## src/rtl/cic_interpolator.sv

```systemverilog
// CIC interpolator: comb chain at the input rate, zero-stuffing upsampler, integrators at the tick rate.
// Define CIC_INTERP_SATURATE_EN to clamp the scaled output instead of letting it wrap.
module cic_interpolator #(
  parameter int unsigned WIDTH         = 16,
  parameter int unsigned STAGES        = 5,
  parameter int unsigned DDELAY        = 1,
  parameter int unsigned INTERPOLATION = 4096,
  parameter int unsigned WIDTHR        = 16
) (
  input  logic              clock,
  input  logic              clock_areset,
  input  logic [3:0]        gain,
  input  logic              sample_enable,
  input  logic              data_in_valid,
  input  logic [WIDTH-1:0]  data_in,
  output logic              data_in_ready,
  output logic              data_out_valid,
  output logic [WIDTHR-1:0] data_out,
  output logic              underrun
);

  localparam int unsigned WIDTHO =
      WIDTH + STAGES * $clog2(INTERPOLATION * DDELAY) - $clog2(INTERPOLATION);
  localparam int unsigned PhaseW   = $clog2(INTERPOLATION);
  localparam int          MaxShift = int'(WIDTHO) - int'(WIDTHR);

  logic [PhaseW-1:0]        phase_q, phase_d;
  logic                     hold_valid_q, hold_valid_d;
  logic signed [WIDTH-1:0]  hold_data_q, hold_data_d;
  logic signed [WIDTHO-1:0] sub_q [STAGES];
  logic signed [WIDTHO-1:0] sub_d [STAGES];
  logic signed [WIDTHO-1:0] dly_q [DDELAY][STAGES];
  logic signed [WIDTHO-1:0] dly_d [DDELAY][STAGES];
  logic signed [WIDTHO-1:0] acc_q [STAGES];
  logic signed [WIDTHO-1:0] acc_d [STAGES];
  logic [WIDTHR-1:0]        data_out_q, data_out_d;
  logic                     valid_q;
  logic                     underrun_q, underrun_d;

  logic                     phase0;
  logic                     xfer;
  logic signed [WIDTHO-1:0] comb_in;
  logic signed [WIDTHO-1:0] shifted;
  logic [WIDTHR-1:0]        scaled;
  int                       shift_amt;

  // Ready is forced low while reset is held so nothing is accepted during reset.
  assign data_in_ready = ~hold_valid_q & ~clock_areset;
  assign xfer          = data_in_valid & data_in_ready;
  assign phase0        = sample_enable & (phase_q == '0);
  assign comb_in       = hold_valid_q ? WIDTHO'(hold_data_q) : '0;

  always_comb begin
    phase_d      = phase_q;
    hold_valid_d = hold_valid_q;
    hold_data_d  = hold_data_q;
    if (sample_enable) begin
      phase_d = (phase_q == PhaseW'(INTERPOLATION - 1)) ? '0 : phase_q + 1'b1;
    end
    if (phase0) begin
      hold_valid_d = 1'b0;
    end
    // A transfer only happens with the register empty, so it never collides with a consume.
    if (xfer) begin
      hold_valid_d = 1'b1;
      hold_data_d  = $signed(data_in);
    end
    underrun_d = phase0 & ~hold_valid_q;
  end

  always_comb begin
    sub_d = sub_q;
    dly_d = dly_q;
    if (phase0) begin
      sub_d[0]    = comb_in - dly_q[DDELAY-1][0];
      dly_d[0][0] = comb_in;
      for (int i = 1; i < int'(STAGES); i++) begin
        sub_d[i]    = sub_q[i-1] - dly_q[DDELAY-1][i];
        dly_d[0][i] = sub_q[i-1];
      end
      for (int k = 1; k < int'(DDELAY); k++) begin
        for (int i = 0; i < int'(STAGES); i++) begin
          dly_d[k][i] = dly_q[k-1][i];
        end
      end
    end
  end

  always_comb begin
    acc_d = acc_q;
    if (sample_enable) begin
      // Zero-stuffing: the comb result feeds the integrators only at phase 0.
      acc_d[0] = acc_q[0] + ((phase_q == '0) ? sub_q[STAGES-1] : '0);
      for (int i = 1; i < int'(STAGES); i++) begin
        acc_d[i] = acc_q[i] + acc_q[i-1];
      end
    end
  end

  always_comb begin
    shift_amt = MaxShift - int'(gain);
    if (shift_amt < 0) begin
      shift_amt = 0;
    end
    shifted = acc_q[STAGES-1] >>> shift_amt;
`ifdef CIC_INTERP_SATURATE_EN
    if (shifted > $signed({{(WIDTHO-WIDTHR+1){1'b0}}, {(WIDTHR-1){1'b1}}})) begin
      scaled = {1'b0, {(WIDTHR-1){1'b1}}};
    end else if (shifted < $signed({{(WIDTHO-WIDTHR+1){1'b1}}, {(WIDTHR-1){1'b0}}})) begin
      scaled = {1'b1, {(WIDTHR-1){1'b0}}};
    end else begin
      scaled = WIDTHR'(shifted);
    end
`else
    scaled = WIDTHR'(shifted);
`endif
    data_out_d = sample_enable ? scaled : data_out_q;
  end

  always_ff @(posedge clock or posedge clock_areset) begin
    if (clock_areset) begin
      phase_q      <= '0;
      hold_valid_q <= 1'b0;
      hold_data_q  <= '0;
      data_out_q   <= '0;
      valid_q      <= 1'b0;
      underrun_q   <= 1'b0;
      for (int i = 0; i < int'(STAGES); i++) begin
        sub_q[i] <= '0;
        acc_q[i] <= '0;
        for (int k = 0; k < int'(DDELAY); k++) begin
          dly_q[k][i] <= '0;
        end
      end
    end else begin
      phase_q      <= phase_d;
      hold_valid_q <= hold_valid_d;
      hold_data_q  <= hold_data_d;
      data_out_q   <= data_out_d;
      valid_q      <= sample_enable;
      underrun_q   <= underrun_d;
      sub_q        <= sub_d;
      dly_q        <= dly_d;
      acc_q        <= acc_d;
    end
  end

  assign data_out_valid = valid_q;
  assign data_out       = data_out_q;
  assign underrun       = underrun_q;

endmodule

```

## config.mk

```make
export PLATFORM = sky130hd
export DESIGN_NAME = cic_interpolator
export DESIGN_NICKNAME = d
export VERILOG_FILES = /design/src/rtl/cic_interpolator.sv
export SDC_FILE = /design/constraint.sdc
export NUM_CORES = 2
export LEC_CHECK = 0
export CORE_MARGIN = 4
export CORE_UTILIZATION = 60
export CTS_BUF_LIST = sky130_fd_sc_hd__clkbuf_4
export CTS_CLUSTER_DIAMETER = 40
export CTS_CLUSTER_SIZE = 14
export DETAILED_ROUTE_END_ITERATION = 8
export PLACE_DENSITY = 0.79
export SLEW_MARGIN = 20
export SYNTH_ARGS = -nofsm -noshare
export SYNTH_HDL_FRONTEND = slang
export SYNTH_SLANG_ARGS = --single-unit
export TNS_END_PERCENT = 20
```

## constraint.sdc

```tcl
create_clock -name clock -period 30.7 [get_ports clock]
set_input_delay 6.14 -clock clock [delete_from_list [all_inputs] [get_ports clock]]
set_output_delay 6.14 -clock clock [all_outputs]
set_load 0.02 [all_outputs]
```

; ---- After elaboration in Yosys (flattened, before gate mapping)
; Cells that the tools add are included.
; W data, S select, Z words.
[classes]
n_bitwise = 6
n_lt_le_gt_ge = 1
eq_ne = 1
n_reduce_logical = 2
muxes = 6
shift = 1
add_sub_neg = 12
[op_table]
columns = operator, n
row1 = $add A64 B64 Y64, 5
row2 = $sub A64 B64 Y64, 5
row3 = $mux W64, 2
row4 = $sshr A64 B32 Y16, 1
row5 = $mux W32, 1
row6 = $add A12 B1 Y12 const B, 1
row7 = $eq A12 B12 Y1 const B, 1
row8 = $logic_not A12 Y1, 1
row9 = $mux W12, 1
row10 = $lt A7 B1 Y1 const B, 1
row11 = $sub A6 B4 Y7 const A, 1
row12 = $and A1 B1 Y1, 4
row13 = $mux W1, 2
row14 = $not A1 Y1, 2
row15 = $reduce_bool A2 Y1, 1
[totals]
word_cells = 50
ff_bits = 1007
inputBits = 24
out_inout_bits = 19

; ---- Depth between registers and ports, before layout
[depth]
depth_word = 4
ltp_mapped = 22
depth_no_buf = 20

; ---- Least setup slack after synthesis
; Ideal clock, no wire load.
[synth_timing]
kind = input to output
from = input port clock_areset
to = output port data_in_ready
slack_ns = 18.121
cell_stages = 1
n_path_buf = 0
t_required_ns = 24.560
t_arrival_ns = 6.439
path_cell_list = nor2_1
[synth_via]
elab_chain_len = 2
[synth_rtl]
columns = item, line_no
row1 = from (decl), 11  ; input logic clock_areset,
row2 = $not A1 Y1, 48  ; assign data_in_ready = ~hold_valid_q & ~clock_areset;
row3 = $and A1 B1 Y1, 48
row4 = to (decl), 16  ; output logic data_in_ready,
; Every way passes these cells.

; ---- Worst setup path in the final report
; Same ends and word-level chain as after synthesis.

==> summary.md <==
| Metric | Value |
|---|---|
| Status | completed |
| First DRT Iteration DRCs | 2,875 |
| Crit path kind | in2out |
| # resized after CTS | 0 |
| Setup TNS | 0 ns |
| Starting Density | 0.604 |
| Final WS setup | 17.17 ns |
| Ys flop type | dfrtp_1 |
| Die ar. | 0.120 mm2 |
| Hold_sp | sub_q[55]$_DFFE_PP0P_ |
| Synth unique cells | 91 |
| DRC | 0 |
| Std cell rows | 124 |
| Commonest non-fill, non-tap cell in the layout | nand2_1 |
| Worst Hold Path Cells | 2 |
| Crit Path Max Fanout | 2 |
| Post-Route WL | 146,000 um |
| Clk_lat worst skew | 1.12 ns |
| Share of layout cells above drive strength 1 | 0.0816 |
| Routed via count | 55,100 |
| HP Class | reg2reg |
| CTS tree | built |
| Slew headroom | 0.253 |
| Crit path time final | 13.53 ns |
| Initial antenna violation count | 2 |
| CTS Hold Bufs | 0 |
| Total CTS buffers | 145 |
| H-tree Lvls | 4 |
| Clock sink count | 955 |
| Clock transition at path regs | 0.08 ns |
| Hold EP | sub_q[55]$_DFFE_PP0P_ |
| Syn avg cell area | 8.63 um2 |
| Final setup viols | 0 |
| R2r startpoint | phase_q[0]$_DFFE_PP0P_ |
| I/O pin count | 43 |
| Crit start category | input pin |
| Tightest Pin Transition | 1.09 ns |
| Max Cap Viol | 0 |
| Pins Over Slew Limit | 0 |
| Asr flop ratio synth | 1.00 |
| Die Y | 347 um |
| Post-route clock period utilization | 0.441 |
| HPWL Detailed | 109,000 um |
| Bufs on Longest Clock Path | 3 |
| Routed length per instance | 15.4 um |
| Yosys reg bits | 955 |
| Nets@finish | 8,481 |
| Die Wd | 347 um |
| Final non-filler cell total | 9,480 |
| Gr usage total | 0.239 |
| R2R cell count | 21 |
| CP Capture Type | output port |
| First-pass GRT wire length | 250,000 um |
| Area growth syn-to-layout | 5.35% |
| Post-detailed-route count of antenna-violating nets | 0 |
| Root buffer cell | clkbuf_4 |
| Core area | 0.114 mm2 |
| Placement Setup Slack | 17.16 ns |
| Worst reg2reg path endpoint | acc_q[314]$_DFFE_PP0P_ |
| Largest net degree at the start of global routing | 212 |
| GR Overflow Total | 0 |
| RSZ-0062 raised after global routing | false |
| Fmax | 73.9 MHz |
| Final Hold Fails | 0 |
| Total placed cells including tap cells | 9,210 |
| Worst EP arrival | 7.39 ns |
| Post-Syn Area | 0.0689 mm2 |
| Vias in the first global route | 53,900 |
| Most frequent cells in the layout | nand2_1 (1,083), dfrtp_1 (955), o21ai_0 (899), a21oi_1 (671), ha_1 (584) |
| Final RePlAce weighted congestion | 0.911 |
| PortBufs | 42 |
| Vias per cell | 5.81 |
| Register area share after synthesis | 0.347 |
| Worst EP required | 24.56 ns |
| Post-synth EDFFs | 0 |
| Warnings from Yosys | 0 |
| Post CTS Setup Buffer Count | 0 |
| Drt first pass iters | 7 |
| R2R setup slack | 24.99 ns |
| Syn_nets | 8,621 |
| Clock skew | 0.0798 ns |
| Syn Inst Count | 7,985 |
## layer usage
layer	up-vias	GRT usage	wire [um]	share of wire
li1	28300	-	-	-
met1	25500	0.297	65300	0.45
met2	925	0.421	70700	0.48
met3	381	0.0297	4170	0.029
met4	0	0.0991	5670	0.039
met5	-	0	0	0
## cell usage after synthesis (75+ instances only)
cell,count,area [um2]
a21o_1,324,2430
a21oi_1,671,3360
a31oi_1,75,469
and2_1,109,682
clkbuf_1,344,1290
dfrtp_1,955,23900
ha_1,584,7310
inv_1,451,1690
mux2_2,281,3160
nand2_1,1084,4070
nand3_1,99,495
nand4_1,137,857
nor2_1,360,1350
nor2b_1,81,507
o21ai_0,899,4500
o21bai_1,105,788
xnor2_1,331,2900
xor2_1,207,1810
## sequential cells by signal (all words and copies together), names as in the netlist
name and flops:
data_out_valid 1, hold_valid_q 1, underrun 1, data_out 16
dly_q 270, phase_q 12, sub_q 318, hold_data_q 16
acc_q 320
## cell type report
type / count / area [um2]
multi-input combinational: 6211 / 42000
fill: 9745 / 41600
sequential: 955 / 23900
tap: 1512 / 1890
inverter: 453 / 1700
clock buffer: 160 / 1200
clock inverter: 105 / 1180
timing repair buffer: 79 / 736
antenna: 5 / 12.5
## how the worst max path moves through the flow
stage                     cells past startpoint  slack, ns          from                    to
after global routing                          3      17.07  clock_areset         data_in_ready
after detailed placement                      3      17.16  clock_areset         data_in_ready
after global placement                        3      17.16  clock_areset         data_in_ready
after CTS                                     3      17.14  clock_areset         data_in_ready
after floorplan                               1      11.41  clock_areset  acc_q[0]$_DFFE_PP0P_
final                                         3      17.17  clock_areset         data_in_ready
## per-stage QoR
stage / instance area, um2 / hold slack (ns) / utilization
final: 72600 / 0.472 / 0.636
after global placement: 70200 / 0.452 / 0.615
after floorplan: 68900 / 0.440 / -
after CTS: 72600 / 0.482 / 0.636
after global routing: 72600 / 0.504 / 0.636
after detailed placement: 70200 / 0.462 / 0.615
## critical path, cell delays in order
cell	delay, ns
clkdlybuf4s50_1	0.47
nor2_1	0.15
clkdlybuf4s50_1	0.63
## cell families (layout without fill, tap and decap cells)
family / count (synthesis) / count (layout) / share of synthesized area
AOI/OAI and AO/OA: 2554 / 2554 / 0.226
and+or+nand+nor: 2167 / 2167 / 0.143
DFF: 955 / 955 / 0.347
buffers and inverters: 819 / 797 / 0.0447
adders and majority gates: 612 / 612 / 0.114
xor gates and xnor gates: 538 / 538 / 0.0684
muxes: 340 / 340 / 0.0574
other: 0 / 5 / 0
Power is not shown: default switching activity piles up to over one toggle a cycle in this logic, so the estimate is an artifact.
